===== src/rtl/cla_carry_pipe.sv =====
// rtl/cla_carry_pipe.sv - pipelined CLA carry generator with per-carry fault injection; CLA_CARRY_CHK_EN adds a shadow check chain
module cla_carry_pipe #(
  parameter int WIDTH      = 16,
  parameter int NG         = 128,
  parameter int GID_BASE   = 0,
  parameter int FAULT_PROP = 0,
  parameter int FAULT_FLIP = 0
) (
  input  logic             clk,
  input  logic             rst,
  input  logic             in_valid,
  output logic             in_ready,
  input  logic             C0,
  input  logic [WIDTH-1:0] P,
  input  logic [WIDTH-1:0] G,
  input  logic [NG-1:0]    fault_en_bus,
  input  logic             fault_val,
  output logic             out_valid,
  input  logic             out_ready,
  output logic [WIDTH-1:0] C
`ifdef CLA_CARRY_CHK_EN
  ,
  output logic             chk_err,
  output logic             chk_sticky
`endif
);

  localparam int NS = WIDTH / 4;

  logic                     adv;
  logic [NS-1:0]            v_q, v_d, co_q, co_d, ci_s;
  logic [NS-1:0][WIDTH-1:0] c_q, c_d, c_s, p_q, p_d, g_q, g_d;

  function automatic logic fault_mux(input logic raw, input logic en, input logic fv);
    if (!en) return raw;
    return (FAULT_FLIP != 0) ? (raw ^ fv) : fv;
  endfunction

  assign adv       = !v_q[NS-1] || out_ready;
  assign in_ready  = adv;
  assign out_valid = v_q[NS-1];
  assign C         = c_q[NS-1];

  // Stage 0 is fed straight from the ports; stage s>0 from the registers of stage s-1.
  always_comb begin
    v_d[0]  = in_valid;
    ci_s[0] = C0;
    c_s[0]  = '0;
    p_d[0]  = P;
    g_d[0]  = G;
    for (int s = 1; s < NS; s++) begin
      v_d[s]  = v_q[s-1];
      ci_s[s] = co_q[s-1];
      c_s[s]  = c_q[s-1];
      p_d[s]  = p_q[s-1];
      g_d[s]  = g_q[s-1];
    end
  end

  always_comb begin
    logic ch, raw, flt;
    int   b;
    c_d  = c_s;
    co_d = '0;
    ch   = 1'b0;
    raw  = 1'b0;
    flt  = 1'b0;
    b    = 0;
    for (int s = 0; s < NS; s++) begin
      ch = ci_s[s];
      for (int k = 0; k < 4; k++) begin
        b          = 4 * s + k;
        raw        = g_d[s][b] | (p_d[s][b] & ch);
        flt        = fault_mux(raw, fault_en_bus[GID_BASE + b], fault_val);
        c_d[s][b]  = flt;
        ch         = (FAULT_PROP != 0) ? flt : raw;
      end
      co_d[s] = ch;
    end
  end

  always_ff @(posedge clk) begin
    if (rst) begin
      v_q  <= '0;
      c_q  <= '0;
      co_q <= '0;
      p_q  <= '0;
      g_q  <= '0;
    end else if (adv) begin
      v_q  <= v_d;
      c_q  <= c_d;
      co_q <= co_d;
      p_q  <= p_d;
      g_q  <= g_d;
    end
  end

`ifdef CLA_CARRY_CHK_EN
  // Fault-free reference carries travelling in lockstep with the main pipe.
  logic [NS-1:0]            sco_q, sco_d, sci_s;
  logic [NS-1:0][WIDTH-1:0] sh_q, sh_d, sh_s;
  logic                     sticky_q;

  always_comb begin
    sci_s[0] = C0;
    sh_s[0]  = '0;
    for (int s = 1; s < NS; s++) begin
      sci_s[s] = sco_q[s-1];
      sh_s[s]  = sh_q[s-1];
    end
  end

  always_comb begin
    logic sch;
    int   sb;
    sh_d  = sh_s;
    sco_d = '0;
    sch   = 1'b0;
    sb    = 0;
    for (int s = 0; s < NS; s++) begin
      sch = sci_s[s];
      for (int k = 0; k < 4; k++) begin
        sb         = 4 * s + k;
        sch        = g_d[s][sb] | (p_d[s][sb] & sch);
        sh_d[s][sb] = sch;
      end
      sco_d[s] = sch;
    end
  end

  always_ff @(posedge clk) begin
    if (rst) begin
      sh_q     <= '0;
      sco_q    <= '0;
      sticky_q <= 1'b0;
    end else begin
      if (adv) begin
        sh_q  <= sh_d;
        sco_q <= sco_d;
      end
      if (chk_err && out_ready) sticky_q <= 1'b1;
    end
  end

  assign chk_err    = v_q[NS-1] && (c_q[NS-1] != sh_q[NS-1]);
  assign chk_sticky = sticky_q;
`endif

endmodule

===== config.mk =====
export PLATFORM = sky130hd
export DESIGN_NAME = cla_carry_pipe
export DESIGN_NICKNAME = d
export VERILOG_FILES = /design/src/rtl/cla_carry_pipe.sv
export SDC_FILE = /design/constraint.sdc
export NUM_CORES = 1
export LEC_CHECK = 0
export BUFFER_PORTS_ARGS = -buffer_cell sky130_fd_sc_hd__buf_2
export CELL_PAD_IN_SITES_DETAIL_PLACEMENT = 0
export CELL_PAD_IN_SITES_GLOBAL_PLACEMENT = 1
export CORE_ASPECT_RATIO = 0.5
export CORE_MARGIN = 10
export CORE_UTILIZATION = 34
export CTS_CLUSTER_SIZE = 30
export DETAILED_ROUTE_END_ITERATION = 8
export PLACE_DENSITY = 0.87
export RECOVER_POWER = 25
export SLEW_MARGIN = 10
export SYNTH_ARGS = -nofsm -noshare
export SYNTH_HDL_FRONTEND = slang
export SYNTH_SLANG_ARGS = --single-unit

===== constraint.sdc =====
create_clock -name clk -period 3.55 [get_ports clk]
set_input_delay 0.71 -clock clk [delete_from_list [all_inputs] [get_ports clk]]
set_output_delay 0.71 -clock clk [all_outputs]
set_load 0.02 [all_outputs]

### Yosys cells after proc, flatten, opt, wreduce, memory -nomap -nowiden

Cells that the tools add are included.

* flip-flop bits (word level): 143
* input port bits: 166
* output and inout bits: 18
* word-level logic and storage cells: 62

* mux-type cells: 16
* bitwise logic cells: 32
* reduce and logical (&&, ||, !) cells: 2

Operators by type and width (number)
* $and A1 B1 Y1: 16
* $mux W1: 16
* $or A1 B1 Y1: 16
* $logic_not A1 Y1: 1
* $logic_or A1 B1 Y1: 1

### Logic depth before layout (Yosys ltp)

* depth after elaboration: 9
* depth in mapped cells: 7
* mapped depth without buffers: 4

### Worst setup path after synthesis

OpenSTA, ideal clock, no wires.

* path type: in2out
* start: in out_ready
* end: out in_ready
* arrival time: 1.259 ns
* data required time: 2.840 ns
* setup slack: 1.581 ns
* stages: 5
* buffers on the path: 3
* path through: nor2b_2 -> buf_4 -> inv_2 -> buf_6 -> buf_2

* word-level cells in the longest chain between the ends: 1

Ends and longest elaborated chain
* start, declared: line 19 `input logic out_ready,`
* $logic_or A1 B1 Y1: line 39 `assign adv = !v_q[NS-1] || out_ready;`
* end, declared: line 12 `output logic in_ready,`

No other way between the ends.

### Worst setup path after layout

Same ends and word-level chain as after synthesis.

==> summary.md <==
| Metric | Value |
|---|---|
| Worst setup path class | in2out |
| Vias per inst | 4.70 |
| Starting Density | 35.2% |
| Share of post-route cells with drive strength above 1 | 14.2% |
| Post-synth top area cell | dfxtp_1 |
| Die X-Extent | 166 µm |
| CP Capture Type | output pin |
| DRC | 0 |
| Synth Area per Inst | 8.10 µm² |
| Final setup margin | 1060 ps |
| Post-synthesis register bit count | 95 |
| Seq/Total Area, Yosys | 52.3% |
| Netlist cell types | 38 |
| Post-CTS setup buffers | 0 |
| YS warnings | 0 |
| Pin count of the biggest net entering global routing | 98 |
| Critical Path Fanout Max | 26 |
| Non-filler instance count after layout | 646 |
| Antenna violations before repair | 1 |
| Slew HR | 35.7% |
| Min Tclk post-route | 2490 ps |
| Int Pwr | 1.81 mW |
| Clock share of power | 43.2% |
| Post-CTS sizing | 0 |
| DPL Wire Length | 5.65 mm |
| Most frequent cells in the layout | nand2_1, dfxtp_1, a21oi_1 |
| Pwr per Cell Area | 535 mW/mm² |
| Layout net count | 667 |
| Combinational Power Share | 7.1% |
| Max Cap Viol | 0 |
| Sequential group share of total power | 49.7% |
| First-pass GRT wire length | 13.7 mm |
| Final Hold Slack | 449 ps |
| Syn Std Cell Area | 0.00363 mm² |
| Worst VDD drop | 0.269 mV |
| Worst path required time | 2840 ps |
| Clock buffer depth | 2 |
| Pleak | 1.76 nW |
| CTS Root Cell | clkbuf_16 |
| Htree depth | 3 |
| Layout area overhead | 19.0% |
| Setup slack after placement | 1170 ps |
| Routability cong. | 0.705 |
| Placed Area | 0.00405 mm² |
| Post-DR wirelength/cell | 13.3 µm |
| Port bufs | 71 |
| Crit share post-route | 70.2% |
| P_sw | 0.507 mW |
| Final core occ | 41.9% |
| Worst slew pin tran | 964 ps |
| Max Slew Vio Count | 0 |
| Final Cell Area | 0.00433 mm² |
| Layout Skew | 6.90 ps |
| Pre-Repair DR Iteration Count | 4 |
| Tot Pwr | 2.32 mW |
| Synth area leaders | dfxtp_1, nand2_1, a21oi_1 |
| RSZ-0062 raised after global routing | false |
| # diodes | 0 |
| Worst Path Arrival | 1780 ps |
| Crit start category | input pin |
| Tot GR Track Use | 10.6% |
| Cts hold-fix bufs | 0 |
| DRT Wirelength | 8.61 mm |
| Setup violators final | 0 |
| TNS Setup | 0 ps |
| CTS tree | done |
| Final hold violation count | 0 |
| Full die area | 0.0155 mm² |
| Switching share of power | 21.9% |
| Status | complete, no violations |
| Yosys top cell area share | 52.3% |
| Gr ovfl total | 0 |
| HP Class | reg2reg |
| Num CTS Buffers | 9 |
| Number of placement rows | 26 |
| CTS sink cnt | 95 |
| Final ANT Viol Nets | 0 |
| Core Area | 0.0103 mm² |
| F_max | 401 MHz |
| Skew-Pair Late Insertion Delay | 340 ps |
| Io pins | 184 |
| Commonest non-fill, non-tap cell in the layout | nand2_1 |
| Die H | 93.1 µm |
| Worst-path clk slew | 60 ps |
| Placed insts | 630 |
| First-iteration detailed-routing DRC count | 195 |
| Via Count | 3035 |
| Syn Inst Count | 449 |
| Syn Nets | 615 |
| Vias in the first global route | 2658 |
-- flip-flops by register name, indices dropped and copies added (netlist names) --
register and cells:
c_d 24, g_d 24, p_d 24, C 16
v_q 4, co_q 3
-- cell type report --
class,count,area (µm²)
clock buffer,12,236
multi-input combinational,319,1560
clock inverter,4,70.1
timing repair buffer,74,370
inverter,2,7.51
sequential,95,1900
fill,1064,5990
tap,140,175
-- metal layers --
| metal | global-route usage (%) | vias to the layer above | routed length, µm |
|---|---|---|---|
| met5 | 0 | - | 13 |
| met4 | 4.36 | 2 | 126 |
| met3 | 3.55 | 13 | 295 |
| met2 | 16.6 | 41 | 3860 |
| met1 | 13.3 | 1358 | 4320 |
| li1 | - | 1621 | - |
-- critical path: stages --
cell	delay, ps
clkbuf_1	100
nor2b_1	80
inv_1	580
buf_2	300
-- cell usage after synthesis --
| cell type | instances |
|---|---|
| o211ai_1 | 4 |
| nor3b_1 | 1 |
| and3_1 | 8 |
| nand3_1 | 3 |
| nand2b_1 | 5 |
| nor2b_2 | 1 |
| nor2b_1 | 1 |
| buf_1 | 1 |
| nand4b_1 | 1 |
| nor3_1 | 4 |
| o21a_1 | 1 |
| a2111oi_0 | 3 |
| dfxtp_1 | 95 |
| a21o_1 | 5 |
| a2111o_1 | 1 |
| nand3b_1 | 4 |
| nor4_1 | 4 |
| mux2i_1 | 3 |
| o41ai_1 | 1 |
| o21ai_0 | 1 |
| or2_2 | 1 |
| clkbuf_1 | 11 |
| a21oi_1 | 82 |
| a211o_1 | 3 |
| o22ai_1 | 1 |
| nand2_1 | 154 |
| a2111oi_2 | 2 |
| a221oi_1 | 2 |
| a311o_1 | 1 |
| inv_1 | 1 |
| nor2_1 | 11 |
| buf_6 | 1 |
| a211oi_1 | 8 |
| or3_1 | 1 |
| buf_4 | 1 |
| inv_2 | 1 |
| buf_2 | 19 |
| o21bai_1 | 2 |
-- power groups by stage --
stage | registers, mW | logic, mW | clock network (mW)
finish | 1.15 | 0.164 | 1.00
floorplan | 1.18 | 0.0994 | 0
detailed placement | 1.17 | 0.168 | 0
CTS | 1.15 | 0.169 | 1.02
global route | 1.16 | 0.183 | 1.07
global placement | 1.17 | 0.166 | 0
-- cells by family after synthesis --
| logic type | after synthesis | share of synthesized area [%] |
|---|---|---|
| AO/OA/AOI/OAI | 117 | 19.3 |
| buffers and inverters | 35 | 4.58 |
| flip-flops | 95 | 52.3 |
| multiplexers | 3 | 0.826 |
| AND/OR/NAND/NOR | 199 | 23.0 |
-- worst paths after layout --
check                                          from  depth (start not counted)  slack, ps                    to
worst min-delay path              C[7]$_SDFFE_PP0P_                          2        450     C[7]$_SDFFE_PP0P_
worst min register to register    C[7]$_SDFFE_PP0P_                          2        450     C[7]$_SDFFE_PP0P_
worst max-delay path                      out_ready                          4       1060              in_ready
worst max register to register  v_q[3]$_SDFFE_PP0P_                          4       1460  c_d[58]$_SDFFE_PP0P_
Note: power is estimated with default switching activity, not from simulation.
